`config.mk`:
```
export PLATFORM = sky130hd
export DESIGN_NAME = bus_dest_sequencer
export DESIGN_NICKNAME = d
export VERILOG_FILES = /design/src/rtl/bus_pkg.sv /design/src/rtl/bus_req_fifo.sv /design/src/rtl/bus_dest_sequencer.sv
export SDC_FILE = /design/constraint.sdc
export NUM_CORES = 1
export LEC_CHECK = 0
export ABC_AREA = 1
export CORE_MARGIN = 3
export CORE_UTILIZATION = 35
export CTS_CLUSTER_SIZE = 14
export DETAILED_ROUTE_END_ITERATION = 10
export GPL_ROUTABILITY_DRIVEN = 0
export GPL_TIMING_DRIVEN = 0
export PLACE_DENSITY = 0.65
export SLEW_MARGIN = 20
export SYNTH_ARGS = -nofsm -noshare
export SYNTH_HDL_FRONTEND = slang
export SYNTH_SLANG_ARGS = --single-unit
export TNS_END_PERCENT = 20
```
`constraint.sdc`:
```
create_clock -name clock -period 2.85 [get_ports clock]
set_input_delay 0.57 -clock clock [delete_from_list [all_inputs] [get_ports clock]]
set_output_delay 0.57 -clock clock [all_outputs]
set_load 0.05 [all_outputs]
```
`src/rtl/bus_pkg.sv`:
```
// Shared bus code map, request record and sequencer state encoding for the
// datapath bus mux and the destination sequencer.
package bus_pkg;

  typedef logic [4:0] bus_code_t;

  localparam bus_code_t BUS_R0     = 5'd0;
  localparam bus_code_t BUS_R1     = 5'd1;
  localparam bus_code_t BUS_R2     = 5'd2;
  localparam bus_code_t BUS_R3     = 5'd3;
  localparam bus_code_t BUS_R4     = 5'd4;
  localparam bus_code_t BUS_R5     = 5'd5;
  localparam bus_code_t BUS_R6     = 5'd6;
  localparam bus_code_t BUS_R7     = 5'd7;
  localparam bus_code_t BUS_R8     = 5'd8;
  localparam bus_code_t BUS_R9     = 5'd9;
  localparam bus_code_t BUS_R10    = 5'd10;
  localparam bus_code_t BUS_R11    = 5'd11;
  localparam bus_code_t BUS_R12    = 5'd12;
  localparam bus_code_t BUS_R13    = 5'd13;
  localparam bus_code_t BUS_R14    = 5'd14;
  localparam bus_code_t BUS_R15    = 5'd15;
  localparam bus_code_t BUS_HI     = 5'd16;
  localparam bus_code_t BUS_LO     = 5'd17;
  localparam bus_code_t BUS_ZHI    = 5'd18;
  localparam bus_code_t BUS_ZLO    = 5'd19;
  localparam bus_code_t BUS_PC     = 5'd20;
  localparam bus_code_t BUS_MDR    = 5'd21;
  localparam bus_code_t BUS_INPORT = 5'd22;
  localparam bus_code_t BUS_C      = 5'd23;

  localparam int BUS_NUM_CODES = 24;
  localparam int BUS_REQ_W     = 10;

  typedef struct packed {
    bus_code_t src;
    bus_code_t dst;
  } bus_req_t;

  typedef enum logic [1:0] {
    ST_IDLE  = 2'd0,
    ST_DRIVE = 2'd1,
    ST_LOAD  = 2'd2
  } seq_state_t;

  function automatic logic src_legal(input bus_code_t code);
    return (code <= BUS_C);
  endfunction

  // ZHI, ZLO, InPort and C are read-only from the bus side.
  function automatic logic dst_legal(input bus_code_t code);
    logic ok;
    ok = 1'b0;
    if (code <= BUS_LO) ok = 1'b1;
    else if ((code == BUS_PC) || (code == BUS_MDR)) ok = 1'b1;
    return ok;
  endfunction

endpackage

```
`src/rtl/bus_req_fifo.sv`:
```
// Small request FIFO: binary pointers carrying one wrap bit, so full/empty
// fall straight out of a pointer compare.
module bus_req_fifo #(
  parameter int DEPTH = 2,
  parameter int WIDTH = 10
) (
  input  logic             clock,
  input  logic             clear,
  input  logic             push,
  input  logic [WIDTH-1:0] wdata,
  input  logic             pop,
  output logic             full,
  output logic             empty,
  output logic [WIDTH-1:0] head
);

  localparam int AW = $clog2(DEPTH);
  localparam logic [AW:0] PTR_ONE = 1;

  logic [WIDTH-1:0] r_mem [DEPTH];
  logic [AW:0]      r_wr_ptr;
  logic [AW:0]      r_rd_ptr;
  logic             w_push;
  logic             w_pop;

  assign empty  = (r_wr_ptr == r_rd_ptr);
  assign full   = (r_wr_ptr[AW] != r_rd_ptr[AW]) &&
                  (r_wr_ptr[AW-1:0] == r_rd_ptr[AW-1:0]);
  assign w_push = push && !full;
  assign w_pop  = pop && !empty;
  assign head   = r_mem[r_rd_ptr[AW-1:0]];

  always_ff @(posedge clock or negedge clear) begin
    if (!clear) begin
      r_wr_ptr <= '0;
      r_rd_ptr <= '0;
    end else begin
      if (w_push) r_wr_ptr <= r_wr_ptr + PTR_ONE;
      if (w_pop)  r_rd_ptr <= r_rd_ptr + PTR_ONE;
    end
  end

  // Storage needs no reset: a slot is only read after it has been written.
  always_ff @(posedge clock) begin
    if (w_push) r_mem[r_wr_ptr[AW-1:0]] <= wdata;
  end

endmodule

```
`src/rtl/bus_dest_sequencer.sv`:
```
// Drives the bus mux select for a queued transfer, waits one settle cycle,
// then pulses the one-hot destination load enable.
module bus_dest_sequencer
  import bus_pkg::*;
#(
  parameter int DEPTH = 2
) (
  input  logic        clock,
  input  logic        clear,
  input  logic        req_valid,
  output logic        req_ready,
  input  logic [4:0]  req_src,
  input  logic [4:0]  req_dst,
  output logic [4:0]  Scode,
  output logic [23:0] load_en,
  output logic        busy,
  output logic        done,
  output logic        err
);

  seq_state_t r_state;
  seq_state_t w_state_next;
  bus_code_t  r_scode;
  bus_code_t  r_dst;
  bus_req_t   w_head;
  bus_req_t   w_wdata;
  logic       w_full;
  logic       w_empty;
  logic       w_pop;
  logic       w_err;
  logic       w_head_legal;

  assign w_wdata.src = req_src;
  assign w_wdata.dst = req_dst;

  bus_req_fifo #(
    .DEPTH (DEPTH),
    .WIDTH (BUS_REQ_W)
  ) u_fifo (
    .clock (clock),
    .clear (clear),
    .push  (req_valid),
    .wdata (w_wdata),
    .pop   (w_pop),
    .full  (w_full),
    .empty (w_empty),
    .head  (w_head)
  );

  assign w_head_legal = src_legal(w_head.src) && dst_legal(w_head.dst);

  // Illegal heads are popped and reported but never reach the bus.
  always_comb begin
    w_state_next = r_state;
    w_pop        = 1'b0;
    w_err        = 1'b0;
    case (r_state)
      ST_IDLE: begin
        if (!w_empty) begin
          w_pop = 1'b1;
          if (w_head_legal) w_state_next = ST_DRIVE;
          else              w_err        = 1'b1;
        end
      end
      ST_DRIVE: w_state_next = ST_LOAD;
      ST_LOAD: begin
        w_state_next = ST_IDLE;
        if (!w_empty) begin
          w_pop = 1'b1;
          if (w_head_legal) w_state_next = ST_DRIVE;
          else              w_err        = 1'b1;
        end
      end
      default: w_state_next = ST_IDLE;
    endcase
  end

  always_ff @(posedge clock or negedge clear) begin
    if (!clear) begin
      r_state <= ST_IDLE;
      r_scode <= '0;
      r_dst   <= '0;
    end else begin
      r_state <= w_state_next;
      if (w_pop && w_head_legal) begin
        r_scode <= w_head.src;
        r_dst   <= w_head.dst;
      end
    end
  end

  // Decode straight from state so clear kills any load pulse at once.
  generate
    for (genvar gi = 0; gi < BUS_NUM_CODES; gi++) begin : g_load
      assign load_en[gi] = (r_state == ST_LOAD) && (r_dst == bus_code_t'(gi));
    end
  endgenerate

  assign Scode     = r_scode;
  assign done      = (r_state == ST_LOAD);
  assign err       = w_err;
  assign busy      = (r_state != ST_IDLE) || !w_empty;
  assign req_ready = !w_full;

endmodule

```
==> Yosys cells after proc, flatten, opt, wreduce, memory -nomap -nowiden <==
Memories as Yosys holds them, arrays and structs flattened.
Index checks and enable logic that the tools add are counted.
{ "classes": {"div": 0, "n_mul": 0, "bitwise": 0, "shift": 0, "n_eq_ne": 32, "n_mux": 14, "n_lt_le_gt_ge": 2, "n_addsub": 2, "n_reduce_logical": 38} }
{ "op_table": {"columns": ["operator", "n"], "rows": [
  ["$eq 5x5->1 const B", 10],
  ["$eq 5x4->1 const B", 8],
  ["$logic_and 1x1->1", 29],
  ["$eq 5x3->1 const B", 4],
  ["$mux 1", 11],
  ["$eq 5x2->1 const B", 2],
  ["$le 5x5->1 const B", 2],
  ["$pmux 2 s3", 1],
  ["$eq 5x1->1 const B", 1],
  ["$logic_not 5->1", 1],
  ["$add 2x1->2 const B", 2],
  ["$mux 2", 2],
  ["$ne 2x2->1 const B", 2],
  ["$eq 2x1->1 const B", 1],
  ["$eq 2x2->1", 1],
  ["$eq 2x2->1 const B", 1],
  ["$logic_not 1->1", 2],
  ["$logic_not 2->1", 1],
  ["$logic_or 1x1->1", 2],
  ["$reduce_and 2->1", 1],
  ["$reduce_bool 2->1", 1],
  ["$reduce_or 2->1", 1],
  ["$eq 1x1->1", 1],
  ["$ne 1x1->1", 1]
]} }
{ "word_totals": {"n_memories": 1, "latchBits": 0, "elab_cells": 94, "in_bits": 13, "out_inout_bits": 33, "regBits": 16, "mem_bits_rw": 20, "romBits": 0} }
{ "mem_list": {"columns": ["name", "words", "word_bits", "read_ports", "rd_clocked_by_memory_dff", "write_ports", "line", "source"], "rows": [
  ["u_fifo.r_mem", 2, 10, 1, 0, 1, "bus_req_fifo.sv:20", "logic [WIDTH-1:0] r_mem [DEPTH];"]
]} }

==> Depth between registers and ports, before layout <==
An unclocked memory read counts as a cell.
{ "depth": {"ltp_word": 9, "mapped_depth": 9} }

==> Hierarchy <==
From an unflattened synthesis, not the netlist that was laid out.
{ "unflattened": {"hier_cells": 201, "hier_area_um2": 1736.7} }
{ "by_module_without_submodules": {"columns": ["mod", "seq_area_each_um2", "n_inst", "area_per_inst_um2", "cells_per_inst"], "rows": [
  ["bus_req_fifo", 700.7, 1, 977.2, 93],
  ["bus_dest_sequencer", 300.3, 1, 759.5, 108]
]} }

==> Least setup slack after synthesis <==
OpenSTA, ideal clock, no wires.
{ "synth_timing": {"path_kind": "reg2out", "from": "register r_state[0]", "to": "output load_en[16]", "required_ns": 2.280, "path_buffers": 0, "setup_slack_ns": -0.705, "t_arrival_ns": 2.985, "path_stages_with_launch": 4, "cell_sequence": "dfrtp_1 -> nor2_1 -> nand2_1 -> nor4_1"} }
{ "synth_via": {"elab_chain_cells": 2} }
{ "synth_rtl": {"columns": ["element", "line", "source"], "rows": [
  ["from (decl)", "bus_dest_sequencer.sv:21", "seq_state_t r_state;"],
  ["from (signal assigned)", "bus_dest_sequencer.sv:84", "r_state <= w_state_next;"],
  ["$eq 2x2->1", null, null],
  ["via done", "bus_dest_sequencer.sv:17", "output logic done,"],
  ["$logic_and 1x1->1", "bus_dest_sequencer.sv:95", "assign load_en[gi] = (r_state == ST_LOAD) && (r_dst == bus_code_t'(gi));"],
  ["to (decl)", "bus_dest_sequencer.sv:15", "output logic [23:0] load_en,"]
]} }
The timed path passes the listed nets, and every way through them passes these cells.

==> Worst setup path after layout <==
{ "layout_timing": {"from": "register r_dst[2]", "to": "output load_en[22]"} }
{ "layout_via": {"elab_chain_cells": 2} }
{ "layout_rtl": {"columns": ["element", "line", "source"], "rows": [
  ["from (decl)", "bus_dest_sequencer.sv:24", "bus_code_t r_dst;"],
  ["from (signal assigned)", "bus_dest_sequencer.sv:87", "r_dst <= w_head.dst;"],
  ["$eq 5x5->1", "bus_dest_sequencer.sv:95", null],
  ["$logic_and 1x1->1", "bus_dest_sequencer.sv:95", null]
]} }
No other way between the ends.

==> run summary <==
status: complete, no violations
reg2reg path depth: 6
vias per std cell: 4.23
register bit total from synthesis: 36
worst-case clock skew: 0.00389 ns
first-pass GRT wire length: 5.42 mm
H-tree lvl count: 2
Hold Path Cell Cnt: 1
Worst-Skew Late Latency: 0.29 ns
layout cells sized above 1: 11.2%
initial antenna violation count: 0
placed cells: 306
required time of the critical path: 2.28 ns
DR pass1 iterations: 4
Routed Antenna Nets: 0
Total Routing Usage GR: 11.9%
RSZ-0062 raised after global routing: no
CTS tree: built
PwrDens: 1120 mW/mm2
WHS Endpoint: r_state[1]$_DFFE_PN0P_
Hold Crit Start: r_state[1]$_DFFE_PN0P_
num rows: 24
leak pwr: 1.37 nW
vias in the first global route: 1229
Syn. warnings: 0
Vert. Die Dim: 75.9 um
reg2reg end: u_fifo.r_mem[1][2]$_DFFE_PP_
Area Growth Syn to Fin: 41.0%
reg-to-reg slack, setup: 0.95 ns
final wirelength: 3.22 mm
Sink Count: 36
Layout fillers: 433
final cell count without fillers: 314
Fin Setup TNS: 0 ns
DRC errors left: 0
final hold vios: 0
Mapped Area: 0.00171 mm2
Area after DPL: 0.00226 mm2
routed via count: 1327
core area: 0.00453 mm2
final setup vio count: 0
Seq/Total Area, Yosys: 58.5%
kind of critical path: reg -> out
Routed wire per std cell: 10.2 um
Peak VDD IR: 514 uV
CTS Buffer Depth: 2
number of diodes: 0
r2r startpoint: u_fifo.r_rd_ptr[0]$_DFFE_PN0P_
syn_area_per_cell: 8.73 um2
Setup crit start kind: register
largest net degree at the start of global routing: 17
Detail Placement HPWL: 2.50 mm
Synth Instances: 196
worst-path fanout max: 6
type of the worst min-delay path: reg -> reg
Final min period: 2.71 ns
Die W: 75.9 um
CP Capture Type: output port
Final Cycle Share: 95.1%
maximum clock rate: 369 MHz
Worst Path Arrival: 2.14 ns
Port Buffers: 45
DRT iter0 DRCs: 29
# nets final: 261
grt total ovfl: 0
Slew Limit Headroom: 36.6%
max-cap violations: 0
Initial Util: 37.7%
Die Area: 0.00577 mm2
hold_buf cts: 0
Post-CTS Setup Inserts: 0
Final Slew Violations: 0
final instance area: 0.00241 mm2
fin util: 53.2%
Netlist cell types: 16
worst slew pin tran: 0.947 ns
clk root buf: clkbuf_8
overall power: 2.71 mW
clock edge transition at the registers on the reported setup and hold paths: 0.07 ns
CTS buffer count: 5
Synthesized Nets: 209
Ports: 46
placed cells by master (no fill, tap or decap), drive strengths merged:
cell type / instances
clkbuf: 6
dlygate4sd2: 2
inv: 21
nand4: 11
dfrtp: 16
bufinv: 1
clkinvlp: 1
nor2: 35
clkdlybuf4s50: 24
clkinv: 1
edfxtp: 20
o21ai: 2
nor4: 2
dlymetal6s2s: 18
nand3: 4
buf: 6
a21oi: 3
nand2: 76
routing by layer:
metal | vias up | global-route usage, % | wire length, um
met2 | 41 | 19.7 | 1470
li1 | 725 | - | -
met3 | 7 | 4.15 | 185
met1 | 554 | 14.0 | 1490
met5 | - | 0 | 0
met4 | 0 | 5.43 | 64
synthesized netlist by cell type:
library cell / instances / area [um2]
inv_1: 19 / 71.3
nor4_1: 2 / 12.5
nand4_1: 11 / 68.8
a21oi_4: 1 / 16.3
nand2_2: 6 / 37.5
nor2_1: 35 / 131
inv_2: 2 / 7.51
buf_6: 2 / 22.5
nand2_1: 70 / 263
a21oi_1: 2 / 10.0
dfrtp_1: 16 / 400
nand3_2: 2 / 20.0
nand3_1: 2 / 10.0
o21ai_0: 2 / 10.0
buf_4: 4 / 30.0
edfxtp_1: 20 / 601
timing repair:
item / in CTS / in global routing
endpoints found under the hold margin: 0 / 0
pin swaps: 0 / 0
setup endpoints to repair: 3 / 19
cloned: 0 / 0
resized for setup: 3 / 21
power by group:
part           total (mW)  switching [mW]  internal, mW
logic                1.40           0.945         0.451
clock network       0.440           0.182         0.258
registers           0.875           0.116         0.759
metrics by stage:
| stage | hold slack [ns] | worst slack (ns) |
|---|---|---|
| floorplan | 0.274 | -0.104 |
| global placement | 0.415 | 0.244 |
| detailed placement | 0.421 | 0.216 |
| CTS | 0.431 | 0.00735 |
| global route | 0.464 | 0.0102 |
| finish | 0.427 | 0.141 |
worst max-delay path by stage:
stage                                         startpoint          end  slack (ns)  cells past startpoint
after floorplan                   r_state[0]$_DFFE_PN0P_   load_en[0]       -0.10                      5
after global placement    u_fifo.r_rd_ptr[0]$_DFFE_PN0P_          err        0.24                      8
after detailed placement  u_fifo.r_rd_ptr[0]$_DFFE_PN0P_          err        0.22                      8
after CTS                         r_state[0]$_DFFE_PN0P_  load_en[11]       0.007                      6
after global routing                r_dst[2]$_DFFE_PN0P_  load_en[21]        0.01                      5
final                               r_dst[2]$_DFFE_PN0P_  load_en[22]        0.14                      5
registers in the layout, indices dropped and copies added, names as in the netlist:
signal	flops
Scode	5
u_fifo.r_mem	20
u_fifo.r_wr_ptr	2
r_state	2
u_fifo.r_rd_ptr	2
r_dst	5
critical path, cell delays in order, from the launching register on:
cell and delay, ns:
dfrtp_1 0.48, inv_1 0.08, nor2_1 0.26, nand2_1 0.12, nor2_1 0.10, clkdlybuf4s50_1 0.81
cells by family (layout without fill, tap and decap cells):
group / count (synthesis) / after routing / share of synthesized area, %
AO/OA/AOI/OAI: 5 / 5 / 2.12
AND/OR/NAND/NOR: 128 / 128 / 31.7
flip-flops: 36 / 36 / 58.5
buffers and inverters: 27 / 80 / 7.68
final cells by class:
type,count,area (um2),share of cell area [%]
multi-input cells,133,601,24.9
well taps,65,81.3,3.37
repair buffers,45,488,20.2
flip-flops and latches,36,1000,41.5
clock buffers,5,68.8,2.85
clock inverters,3,42.5,1.76
inverters,21,78.8,3.27
plain buffers,6,52.6,2.18
Note: power is estimated with default switching activity, not from simulation.
